<file path="src/rtl/seq_chunk_adder_if.sv">
// Operand/result bundle for seq_chunk_adder.
// The master drives a request and the slave returns the handshake and the result.
interface seq_chunk_adder_if #(
  parameter int WIDTH = 16
);
  logic             start;
  logic             sub;
  logic [WIDTH-1:0] a;
  logic [WIDTH-1:0] b;
  logic             c_in;
  logic             busy;
  logic             done;
  logic [WIDTH-1:0] sum;
  logic             c_out;
  logic             overflow;

  modport master (
    output start, sub, a, b, c_in,
    input  busy, done, sum, c_out, overflow
  );

  modport slave (
    input  start, sub, a, b, c_in,
    output busy, done, sum, c_out, overflow
  );
endinterface

</file>
<file path="src/rtl/seq_chunk_adder.sv">
// Multi-cycle ripple adder/subtractor: CHUNK bits per clock, LSB chunk first,
// with a start/busy/done handshake and results held until the next start.
module seq_chunk_adder #(
  parameter int WIDTH = 16,
  parameter int CHUNK = 4
) (
  input  logic             clk,
  input  logic             rst,
  seq_chunk_adder_if.slave bus
);
  localparam int N  = WIDTH / CHUNK;
  localparam int CW = (N > 1) ? $clog2(N) : 1;

  if (WIDTH < 2 || CHUNK < 1 || CHUNK > WIDTH || (WIDTH % CHUNK) != 0) begin : g_bad_params
    $error("seq_chunk_adder: illegal WIDTH/CHUNK combination");
  end

  typedef enum logic [1:0] {IDLE, RUN, DONE} state_t;

  state_t           state_q, state_d;
  logic [WIDTH-1:0] a_q, a_d;
  logic [WIDTH-1:0] b_q, b_d;
  logic             carry_q, carry_d;
  logic [CW-1:0]    count_q, count_d;
  logic [WIDTH-1:0] sum_q, sum_d;
  logic             c_out_q, c_out_d;
  logic             overflow_q, overflow_d;

  logic [CHUNK-1:0] chunk_a;
  logic [CHUNK-1:0] chunk_b;
  logic [CHUNK-1:0] chunk_s;
  logic [CHUNK:0]   rc;

  assign chunk_a = a_q[count_q*CHUNK +: CHUNK];
  assign chunk_b = b_q[count_q*CHUNK +: CHUNK];
  assign rc[0]   = carry_q;

  // Explicit bitwise ripple so the per-bit carries stay visible for overflow.
  for (genvar gi = 0; gi < CHUNK; gi++) begin : g_ripple
    assign chunk_s[gi] = chunk_a[gi] ^ chunk_b[gi] ^ rc[gi];
    assign rc[gi+1]    = (chunk_a[gi] & chunk_b[gi]) | (chunk_a[gi] & rc[gi]) |
                         (chunk_b[gi] & rc[gi]);
  end

  always_comb begin
    state_d    = state_q;
    a_d        = a_q;
    b_d        = b_q;
    carry_d    = carry_q;
    count_d    = count_q;
    sum_d      = sum_q;
    c_out_d    = c_out_q;
    overflow_d = overflow_q;
    case (state_q)
      IDLE, DONE: begin
        if (bus.start) begin
          // Subtract is a + ~b + ~c_in, i.e. a - b - c_in.
          a_d     = bus.a;
          b_d     = bus.sub ? ~bus.b : bus.b;
          carry_d = bus.sub ? ~bus.c_in : bus.c_in;
          count_d = '0;
          state_d = RUN;
        end else begin
          state_d = IDLE;
        end
      end
      RUN: begin
        sum_d[count_q*CHUNK +: CHUNK] = chunk_s;
        carry_d = rc[CHUNK];
        count_d = count_q + CW'(1);
        if (count_q == CW'(N - 1)) begin
          c_out_d    = rc[CHUNK];
          overflow_d = rc[CHUNK-1] ^ rc[CHUNK];
          state_d    = DONE;
        end
      end
      default: state_d = IDLE;
    endcase
  end

  always_ff @(posedge clk) begin
    if (rst) begin
      state_q    <= IDLE;
      a_q        <= '0;
      b_q        <= '0;
      carry_q    <= 1'b0;
      count_q    <= '0;
      sum_q      <= '0;
      c_out_q    <= 1'b0;
      overflow_q <= 1'b0;
    end else begin
      state_q    <= state_d;
      a_q        <= a_d;
      b_q        <= b_d;
      carry_q    <= carry_d;
      count_q    <= count_d;
      sum_q      <= sum_d;
      c_out_q    <= c_out_d;
      overflow_q <= overflow_d;
    end
  end

  assign bus.busy     = (state_q == RUN);
  assign bus.done     = (state_q == DONE);
  assign bus.sum      = sum_q;
  assign bus.c_out    = c_out_q;
  assign bus.overflow = overflow_q;
endmodule

</file>
<file path="src/flat_wrapper.sv">
// flat-port wrapper written by rule: the top's interface ports become plain ports
module seq_chunk_adder_flat 
#(
  parameter int WIDTH = 16,
  parameter int CHUNK = 4
)
  (clk, rst, bus_start, bus_sub, bus_a, bus_b, bus_c_in, bus_busy, bus_done, bus_sum, bus_c_out, bus_overflow);
  seq_chunk_adder_if #(.WIDTH(WIDTH)) bus_i ();
  input  logic clk;
  input  logic rst;
  input wire logic [$bits(bus_i.start)-1:0] bus_start;
  input wire logic [$bits(bus_i.sub)-1:0] bus_sub;
  input wire logic [$bits(bus_i.a)-1:0] bus_a;
  input wire logic [$bits(bus_i.b)-1:0] bus_b;
  input wire logic [$bits(bus_i.c_in)-1:0] bus_c_in;
  output wire logic [$bits(bus_i.busy)-1:0] bus_busy;
  output wire logic [$bits(bus_i.done)-1:0] bus_done;
  output wire logic [$bits(bus_i.sum)-1:0] bus_sum;
  output wire logic [$bits(bus_i.c_out)-1:0] bus_c_out;
  output wire logic [$bits(bus_i.overflow)-1:0] bus_overflow;
  assign bus_i.start = bus_start;
  assign bus_i.sub = bus_sub;
  assign bus_i.a = bus_a;
  assign bus_i.b = bus_b;
  assign bus_i.c_in = bus_c_in;
  assign bus_busy = bus_i.busy;
  assign bus_done = bus_i.done;
  assign bus_sum = bus_i.sum;
  assign bus_c_out = bus_i.c_out;
  assign bus_overflow = bus_i.overflow;
  seq_chunk_adder #(.WIDTH(WIDTH), .CHUNK(CHUNK)) u_core (.clk(clk), .rst(rst), .bus(bus_i));
endmodule
</file>
<file path="config.mk">
export PLATFORM = sky130hd
export DESIGN_NAME = seq_chunk_adder_flat
export DESIGN_NICKNAME = d
export VERILOG_FILES = /design/src/rtl/seq_chunk_adder_if.sv /design/src/rtl/seq_chunk_adder.sv /design/src/flat_wrapper.sv
export SDC_FILE = /design/constraint.sdc
export NUM_CORES = 1
export LEC_CHECK = 0
export ABC_AREA = 0
export BUFFER_PORTS_ARGS = -buffer_cell sky130_fd_sc_hd__buf_2
export CAP_MARGIN = 10
export CORE_ASPECT_RATIO = 1.1
export CORE_MARGIN = 1
export CORE_UTILIZATION = 25
export CTS_BUF_LIST = sky130_fd_sc_hd__clkbuf_2
export CTS_CLUSTER_DIAMETER = 150
export CTS_CLUSTER_SIZE = 16
export DETAILED_ROUTE_END_ITERATION = 6
export GPL_ROUTABILITY_DRIVEN = 0
export HOLD_SLACK_MARGIN = 0.1
export PLACE_DENSITY = 0.46
export SLEW_MARGIN = 20
export SYNTH_ARGS = -nofsm -noshare
export SYNTH_HDL_FRONTEND = slang
export SYNTH_SLANG_ARGS = --single-unit
</file>
<file path="constraint.sdc">
create_clock -name clk -period 4.23 [get_ports clk]
set_input_delay 0.846 -clock clk [delete_from_list [all_inputs] [get_ports clk]]
set_output_delay 0.846 -clock clk [all_outputs]
set_load 0.02 [all_outputs]
</file>
After elaboration in Yosys (flattened, before gate mapping)
Cells that the tools add are included.
{"block": "op_classes", "add_sub_neg": 2, "eq_ne": 5, "n_shift": 4, "n_mux": 10, "bitwise": 31, "reduce_logical": 6}
{"op": "$neg 4->34", "n": 1}
{"op": "$shift 4x34->16 const A", "n": 1}
{"op": "$shiftx 4x34->16", "n": 1}
{"op": "$shiftx 16x5->4", "n": 2}
{"op": "$bwmux 16", "n": 1}
{"op": "$mux 16", "n": 1}
{"op": "$not 16->16", "n": 1}
{"op": "$and 1x1->1", "n": 12}
{"op": "$xor 1x1->1", "n": 9}
{"op": "$or 1x1->1", "n": 8}
{"op": "$pmux 2 s2", "n": 2}
{"op": "$reduce_and 2->1", "n": 3}
{"op": "$eq 2x2->1 const B", "n": 2}
{"op": "$mux 2", "n": 2}
{"op": "$mux 1", "n": 3}
{"op": "$add 2x1->2 const B", "n": 1}
{"op": "$eq 2x1->1 const B", "n": 1}
{"op": "$logic_not 2->1", "n": 1}
{"op": "$ne 2x1->1 const B", "n": 1}
{"op": "$ne 2x2->1 const B", "n": 1}
{"op": "$pmux 1 s2", "n": 1}
{"op": "$reduce_bool 2->1", "n": 1}
{"op": "$reduce_or 2->1", "n": 1}
{"op": "$not 1->1", "n": 1}
{"block": "totals", "reg_bits": 55, "input_bits": 37, "out_inout_bits": 20, "word_cells": 66}

Logic depth before layout (Yosys ltp)
Gate-level depths: netlist of run 1.
{"block": "depth", "depth_word": 14, "ltp_mapped": 12, "mapped_depth_nobuf": 10}

Worst setup path before layout of run 1
Ideal clock, no wire load.
{"block": "synth_timing", "path_kind": "flip-flop to flip-flop", "startpoint": "reg u_core.count_q[0]", "endpoint": "reg u_core.overflow_q (netlist: u_core.bus.overflow)", "setup_ps": 70, "arrival_time_ps": 2860, "required_time_ps": 4160, "path_slack_ps": 1300, "path_stages_with_launch": 13, "n_path_buf": 2, "synth_period_minus_slack_ps": 2930, "path_cell_list": "dfxtp_1 > buf_4 > buf_4 > mux4_2 > fa_1 > inv_1 > fa_1 > fa_1 > inv_1 > fa_1 > xnor2_1 > nand3_1 > a21oi_1"}
{"block": "synth_between", "elab_chain_cells": 14, "word_cells_on_any_way": 25, "cone_classes": "eq/ne: 1; shift: 2; bitwise: 21; reduce/logical: 1"}
{"element": "from (decl)", "line": "seq_chunk_adder.sv:24", "rtl": "logic [CW-1:0] count_q, count_d;"}
{"element": "from (signal assigned)", "line": "seq_chunk_adder.sv:96", "rtl": "count_q <= count_d;"}
{"element": "$shiftx 16x5->4 (on tied branches)", "line": "seq_chunk_adder.sv:34, seq_chunk_adder.sv:35"}
{"element": "$and 1x1->1", "line": "seq_chunk_adder.sv:41", "rtl": "assign rc[gi+1] = (chunk_a[gi] & chunk_b[gi]) | (chunk_a[gi] & rc[gi]) |"}
{"element": "$or 1x1->1 (2 in a row)", "line": "seq_chunk_adder.sv:41"}
{"element": "$and 1x1->1", "line": "seq_chunk_adder.sv:41"}
{"element": "$or 1x1->1 (2 in a row)", "line": "seq_chunk_adder.sv:41"}
{"element": "$and 1x1->1", "line": "seq_chunk_adder.sv:41"}
{"element": "$or 1x1->1 (2 in a row)", "line": "seq_chunk_adder.sv:41"}
{"element": "$and 1x1->1", "line": "seq_chunk_adder.sv:41"}
{"element": "$or 1x1->1", "line": "seq_chunk_adder.sv:41"}
{"element": "$or 1x1->1 *", "line": "seq_chunk_adder.sv:41"}
{"element": "named net u_core.rc[4]", "line": "seq_chunk_adder.sv:32", "rtl": "logic [CHUNK:0] rc;"}
{"element": "$xor 1x1->1 *", "line": "seq_chunk_adder.sv:73", "rtl": "overflow_d = rc[CHUNK-1] ^ rc[CHUNK];"}
{"element": "to (signal assigned)", "line": "seq_chunk_adder.sv:99", "rtl": "overflow_q <= overflow_d;"}
{"element": "to (decl)", "line": "seq_chunk_adder.sv:27", "rtl": "logic overflow_q, overflow_d;"}
Mark *: on every way through the listed nets, which the timed path passes. The rest lies on a longest branch.
A chain may end at the register's enable or synchronous reset.

Final worst setup path of run 1
Same ends and word-level chain as after synthesis.

==> impl_metrics.csv, run 1 <==
group,metric,value,unit
logic_synthesis,synth-compound-area-share,14.30,%
logic_synthesis,ys_async_sr_fraction,0,%
logic_synthesis,synth_top_family_by_area,"simple AND/OR/NAND/NOR gates",
logic_synthesis,yosysTopAreaCell,"dfxtp_1",
die,start_util,25.89,%
clock_network,clockRootBuffer,"clkbuf_2",
global_routing,grt_util_all_layers,11.40,%
clock_network,path_clk_slew,0.29,ns
worst_hold_path,hold_path_depth,2,
global_routing,grt_max_degree,62,
clock_network,cts_htree_levels,2,
worst_hold_path,hp-start,"u_core.bus.sum[5]",
pwr,p_per_area,338.8,mW/mm2
setup_path,path_class,"register to register",
logic_synthesis,synth_sequential_area_ratio,42.80,%
logic_synthesis,yosysWarnings,0,
die,rows,38,
timing,whs,0.4690,ns
setup_path,startpoint_type,"register",
logic_synthesis,synthXorXnorAreaFrac,6.128,%
global_routing,antenna_found_initial,0,
logic_synthesis,synth_area_leaders,"dfxtp_1, mux4_2, nand2_1",
route,routed_wl,5745,um
flow_run,maxCapViolations,0,
timing,finalSetupTns,0,ns
status,status,"finished, final reports clean",
die,die_h,108.4,um
route,vias,2015,
route,wl_per_cell,13.03,um
layout,layout-drive-gt1-share,24.92,%
timing,post-route-min-period,2.978,ns
clock_network,clockBufferDepth,2,
setup_path,crit_fanout,6,
timing,finalClockSkew,0.01559,ns
setup_path,critPathLaunch,"u_core.count_q[0]",
clock_network,cts_resized,0,
layout,fill_cells,1069,
pwr,irDropWorstVdd,0.1380,mV
clock_network,cts_hold_buf,0,
clock_network,cts_sinks,55,
die,ios,57,
pwr,leakagePower,1.167,nW
logic_synthesis,synth_edf_count,0,
logic_synthesis,synth-simple-area-share,17.90,%
placement,port_buffers,56,
timing,period_share,70.40,%
placement,dpl_worst_slack,1.233,ns
timing,setup_viol,0,
logic_synthesis,synthTopCellsByCount,"dfxtp_1, nand2_1, a21oi_1",
route,vias_per_cell,4.569,
die,dieArea,0.01070,mm2
timing,rsz0062_at_grt,"no",
setup_path,reg2reg_depth,10,
logic_synthesis,yosysTopAreaCellShare,42.80,%
logic_synthesis,synth_area,0.002572,mm2
logic_synthesis,yosys_register_bits,55,
logic_synthesis,syn-num-nets,321,
setup_path,regToRegStartpoint,"u_core.count_q[0]",
worst_hold_path,hold_path_class,"register to register",
layout,areaGrowthSynthToFinish,17.36,%
setup_path,rrSetupSlack,1.25,ns
setup_path,endpoint_kind,"register",
clock_network,numCtsBuffers,5,
setup_path,rr_endpoint,"u_core.bus.overflow",
layout,nNetsFinal,367,
logic_synthesis,synth_cell_type_count,33,
die,die_w,98.72,um
global_routing,grt_pass1_wl,9591,um
route,final_antenna_net_count,0,
timing,fin_ws,1.252,ns
timing,slew_violations,0,
global_routing,grt_overflow,0,
global_routing,grt_pass1_vias,1988,
route,drc_errors,0,
timing,worstMarginPinSlew,0.9613,ns
clock_network,cts_setup_buffers,0,
layout,antenna_cells,0,
route,drt_iter0_drc,62,
logic_synthesis,avgSynthCellArea,9.389,um2
placement,dp_hpwl,4302,um
timing,clock.fmax,335.8,MHz
die,core,0.009937,mm2
route,firstDrtPassIters,4,
clock_network,clk_latency,0.45,ns
logic_synthesis,post-synth-top-count-cell,"dfxtp_1",
logic_synthesis,netlist_instances,274,
worst_hold_path,whs_endpoint,"u_core.bus.sum[5]",
setup_path,worstPathArrival,3.39,ns
clock_network,tritoncts,"built",
setup_path,cp.required,4.65,ns
logic_synthesis,muxShareOfSynthArea,7.393,%
timing,hold_viol_final,0,
timing,slew_headroom,35.78,%
logic_synthesis,synthAdderAreaFrac,6.031,%
logic_synthesis,synth_flop_cell,"dfxtp_1",
==> sequential cells by signal, indices dropped and copies added, names as in the netlist <==
| register | cells |
|---|---|
| u_core.carry_q | 1 |
| u_core.count_q | 2 |
| u_core.state_q | 2 |
| u_core.bus.overflow | 1 |
| u_core.bus.c_out | 1 |
| u_core.a_q | 16 |
| u_core.bus.sum | 16 |
| u_core.b_q | 16 |
==> through the flow <==
stage	power (mW)	std cells	util (%)	area [um2]
3_5_place_dp	0.7571	432	29.45	2927
5_1_grt	1.088	441	30.38	3019
3_3_place_gp	0.7563	432	29.45	2927
6_report	1.023	441	30.38	3019
4_1_cts	1.039	440	30.18	2999
2_1_floorplan	0.7022	274	-	2572
==> logic make-up (layout without fill, tap and decap cells) <==
family                     count (synthesis)  count (layout)
AOI/OAI and AO/OA                         54              54
and+or+nand+nor                           96              96
DFF                                       55              55
adders and majority gates                 10              10
muxes                                      9               9
xor gates and xnor gates                  18              18
buffers and inverters                     32              79
==> critical path, stage by stage (launching register included) <==
cell and delay, ns:
dfxtp_1 0.60, mux4_2 0.57, fa_1 0.41, inv_1 0.08, fa_1 0.18, fa_1 0.23
inv_1 0.07, fa_1 0.42, xnor2_1 0.17, nand3_1 0.09, a21oi_1 0.13
==> metal layers <==
layer	routed length (um)	share of wire [%]	global-route usage, %	vias up
li1	-	-	-	1034
met1	2742	48	14.70	923
met2	2636	46	18.71	50
met3	266	4.6	2.586	8
met4	98	1.7	4.158	0
met5	0	0	0	-
==> layout by cell type, fill, tap and decap left out, types with 2 or more instances in the layout <==
cell / n
a211oi_1: 16
a21oi_1: 26
a32oi_1: 2
and2_1: 2
buf_2: 56
clkbuf_2: 5
dfxtp_1: 55
fa_1: 4
ha_1: 6
inv_1: 12
mux4_2: 8
nand2_1: 43
nand2b_1: 8
nand3_1: 4
nand3b_1: 3
nand4_1: 3
nor2_1: 22
nor2b_1: 2
o32ai_1: 6
o32ai_2: 2
or3_1: 4
xnor2_1: 17
==> area by class of cell <==
| class | count | area, um2 | share of cell area (%) |
|---|---|---|---|
| flip-flops and latches | 55 | 1101 | 36.47 |
| clock buffers | 5 | 25.02 | 0.8288 |
| repair buffers | 58 | 307.8 | 10.19 |
| inverters | 13 | 48.80 | 1.616 |
| clock inverters | 3 | 47.55 | 1.575 |
| multi-input cells | 187 | 1339 | 44.34 |
| well taps | 120 | 150.1 | 4.973 |
==> report_power, final <==
group | internal (mW) | leakage (nW) | switching (mW)
Clock | 0.104 | 0.0436 | 0.174
Sequential | 0.549 | 0.450 | 0.0208
Combinational | 0.0783 | 0.674 | 0.0973
Total | 0.730 | 1.17 | 0.292
==> worst max-delay path by stage <==
stage                     cells after the start                   to  slack [ns]
final                                        10  u_core.bus.overflow        1.25
after global routing                          9    u_core.bus.sum[7]        1.01
after CTS                                     9   u_core.bus.sum[11]        1.21
after detailed placement                     10  u_core.bus.overflow        1.23
after global placement                       10  u_core.bus.overflow        1.32
after floorplan                              12  u_core.bus.overflow        1.30
(Power assumes the default switching activity.)
==> inputs of run 2 (changes only) <==
ABC_AREA = 1   (was 0)
clock period = 2.9 ns   (was 4.23 ns; I/O delays follow)
==> run 2 against run 1 <==
  * Cell area rose by 5.9%
  * Combinational power rose by 86%
  * Via count is 16% higher
  * Non-clock buffer count increased by 11
  * Clock power grew 10%
==> impl_metrics.csv, run 2 <==
group,metric,value,unit
logic_synthesis,yosysTopAreaCellShare,40.80,%
global_routing,grt_overflow,0,
route,wl_per_cell,11.75,um
die,start_util,25.84,%
timing,slew_headroom,68.80,%
layout,fill_cells,1201,
setup_path,reg2reg_depth,15,
route,final_antenna_net_count,0,
logic_synthesis,avgSynthCellArea,7.560,um2
pwr,clkPwrFrac,20.8,%
route,firstDrtPassIters,4,
setup_path,endpoint_kind,"register",
layout,nNetsFinal,460,
layout,layout-drive-gt1-share,24.40,%
global_routing,antenna_found_initial,0,
logic_synthesis,yosysTopAreaCell,"dfxtp_1",
clock_network,clockRootBuffer,"clkbuf_2",
logic_synthesis,yosys_register_bits,55,
logic_synthesis,ys_async_sr_fraction,0,%
logic_synthesis,syn-num-nets,404,
timing,fin_ws,0.1960,ns
status,status,"finished, final reports clean",
logic_synthesis,synth_sequential_area_ratio,40.80,%
logic_synthesis,synth_area,0.002699,mm2
logic_synthesis,synth_edf_count,0,
global_routing,grt_util_all_layers,12.08,%
die,die_w,101.1,um
timing,worstMarginPinSlew,0.4680,ns
clock_network,clk_latency,0.43,ns
route,drc_errors,0,
route,drt_iter0_drc,55,
route,routed_wl,6543,um
die,die_h,111.0,um
worst_hold_path,hold_path_class,"input port to register",
timing,hold_viol_final,0,
timing,post-route-min-period,2.704,ns
placement,port_buffers,56,
global_routing,grt_pass1_wl,10760,um
logic_synthesis,synth_cell_type_count,26,
logic_synthesis,yosysWarnings,0,
layout,multi_input_area,0.001361,mm2
timing,slew_violations,0,
clock_network,numCtsBuffers,5,
timing,period_share,93.24,%
logic_synthesis,post-synth-top-count-cell,"nor2_1",
pwr,irDropWorstVdd,0.1631,mV
layout,regArea,0.001109,mm2
die,dieArea,0.01122,mm2
setup_path,crit_fanout,8,
pwr,netSwitchingFraction,31.78,%
logic_synthesis,synth_area_leaders,"dfxtp_1, nor2_1, o21ai_0",
pwr,combPwrFrac,22.2,%
clock_network,clockBufferDepth,2,
die,core,0.01044,mm2
route,vias,2345,
placement,dpl_worst_slack,0.08442,ns
logic_synthesis,synth_flop_cell,"dfxtp_1",
timing,setup_viol,0,
pwr,pwr-share-seq,57.0,%
global_routing,grt_pass1_vias,2249,
timing,finalClockSkew,0.01433,ns
logic_synthesis,netlist_instances,357,
clock_network,path_clk_slew,0.28,ns
die,rows,39,
pwr,switchingPower,467.8,uW
clock_network,tritoncts,"built",
placement,dp_hpwl,4846,um
setup_path,path_class,"register to register",
layout,antenna_cells,0,
timing,clock.fmax,369.8,MHz
pwr,p_per_area,460.4,mW/mm2
flow_run,maxCapViolations,0,
clock_network,cts_htree_levels,2,
pwr,finalPower,1.472,mW
layout,final_cell_mix,"nor2_1, buf_2, dfxtp_1, o21ai_0, nand2_1",
setup_path,cp.required,3.30,ns
die,ios,57,
global_routing,grt_max_degree,36,
layout,areaGrowthSynthToFinish,18.45,%
worst_hold_path,hold_path_depth,3,
clock_network,cts_sinks,55,
logic_synthesis,synthTopCellsByCount,"nor2_1, dfxtp_1, o21ai_0",
setup_path,startpoint_type,"register",
setup_path,worstPathArrival,3.10,ns
timing,finalSetupTns,0,ns
pwr,intPower,1.004,mW
layout,final_common_cell,"nor2_1",
route,vias_per_cell,4.210,
pwr,leakagePower,1.423,nW
-- run 2: changes by cell type in the layout (fill, tap and decap cells not counted), moves of 12 or more --
cell,before,now
a211oi_1,16,0
buf_4,1,13
inv_1,12,28
nor2_1,22,70
o21ai_0,0,52
-- run 2: critical path, stage by stage, from the launching register on --
cell and delay [ns]:
dfxtp_4 0.45, inv_4 0.06, o21ai_0 0.20, o22ai_2 0.13, fa_2 0.35, inv_1 0.07
fa_2 0.20, fa_2 0.19, inv_1 0.05, fa_1 0.52, inv_2 0.05, nor2_2 0.10
nand2_1 0.08, inv_1 0.06, nand2_1 0.05, a21oi_1 0.11
-- run 2: cell families after synthesis --
family | after synthesis | share of synthesized area (%)
flip-flops | 55 | 40.80
XOR/XNOR | 17 | 5.517
AND/OR/NAND/NOR | 132 | 21.23
AO/OA/AOI/OAI | 90 | 16.88
adder cells (fa/ha/maj) | 10 | 5.749
buffers and inverters | 53 | 9.828
-- run 2: per-stage QoR --
| stage | utilization (%) | instance area (um2) | instances | hold slack (ns) |
|---|---|---|---|---|
| after floorplan | - | 2708 | 357 | 0.4244 |
| after global placement | 29.82 | 3114 | 549 | 0.4533 |
| after detailed placement | 29.82 | 3114 | 549 | 0.4570 |
| after CTS | 30.21 | 3154 | 557 | 0.3607 |
| after global routing | 30.61 | 3197 | 557 | 0.3439 |
| final | 30.61 | 3197 | 557 | 0.3934 |
-- run 2: power by group through the flow --
stage          clock network (mW)  logic [mW]  registers [mW]
6_report                    0.306       0.327           0.839
5_1_grt                     0.352       0.373           0.846
4_1_cts                     0.324       0.319           0.840
3_5_place_dp                    0       0.317           0.853
3_3_place_gp                    0       0.314           0.854
2_1_floorplan                   0       0.229           0.849
-- run 2: what timing repair did --
action	4_1_cts	5_1_grt
hold buffers	0	0
endpoints found under the hold margin	0	0
setup endpoints to repair	0	4
resized for setup	0	16
buffers inserted	0	0
-- run 2: path summary, 6_finish.rpt --
path,start,slack (ns),endpoint
max,u_core.count_q[0],0.20,u_core.bus.sum[15]
min,bus_a[7],0.39,u_core.a_q[7]
max reg2reg,u_core.count_q[0],0.20,u_core.bus.sum[15]
min reg2reg,u_core.a_q[2],0.48,u_core.a_q[2]
-- run 2: layer usage --
layer / part of all wire [%] / global-route usage (%) / wire length (um)
met5: 0 / 0 / 0
met1: 49 / 16.35 / 3232
met3: 4.2 / 2.585 / 272
met4: 0.76 / 2.609 / 50
met2: 46 / 19.55 / 2987
-- run 2: final cells by class --
cell class                 count  share of cell area [%]
multi-input combinational    249                   42.58
sequential                    55                   34.68
timing repair buffer          69                   11.82
tap                          143                   5.597
inverter                      33                   4.070
clock buffer                   7                   1.096
clock inverter                 1                  0.1566
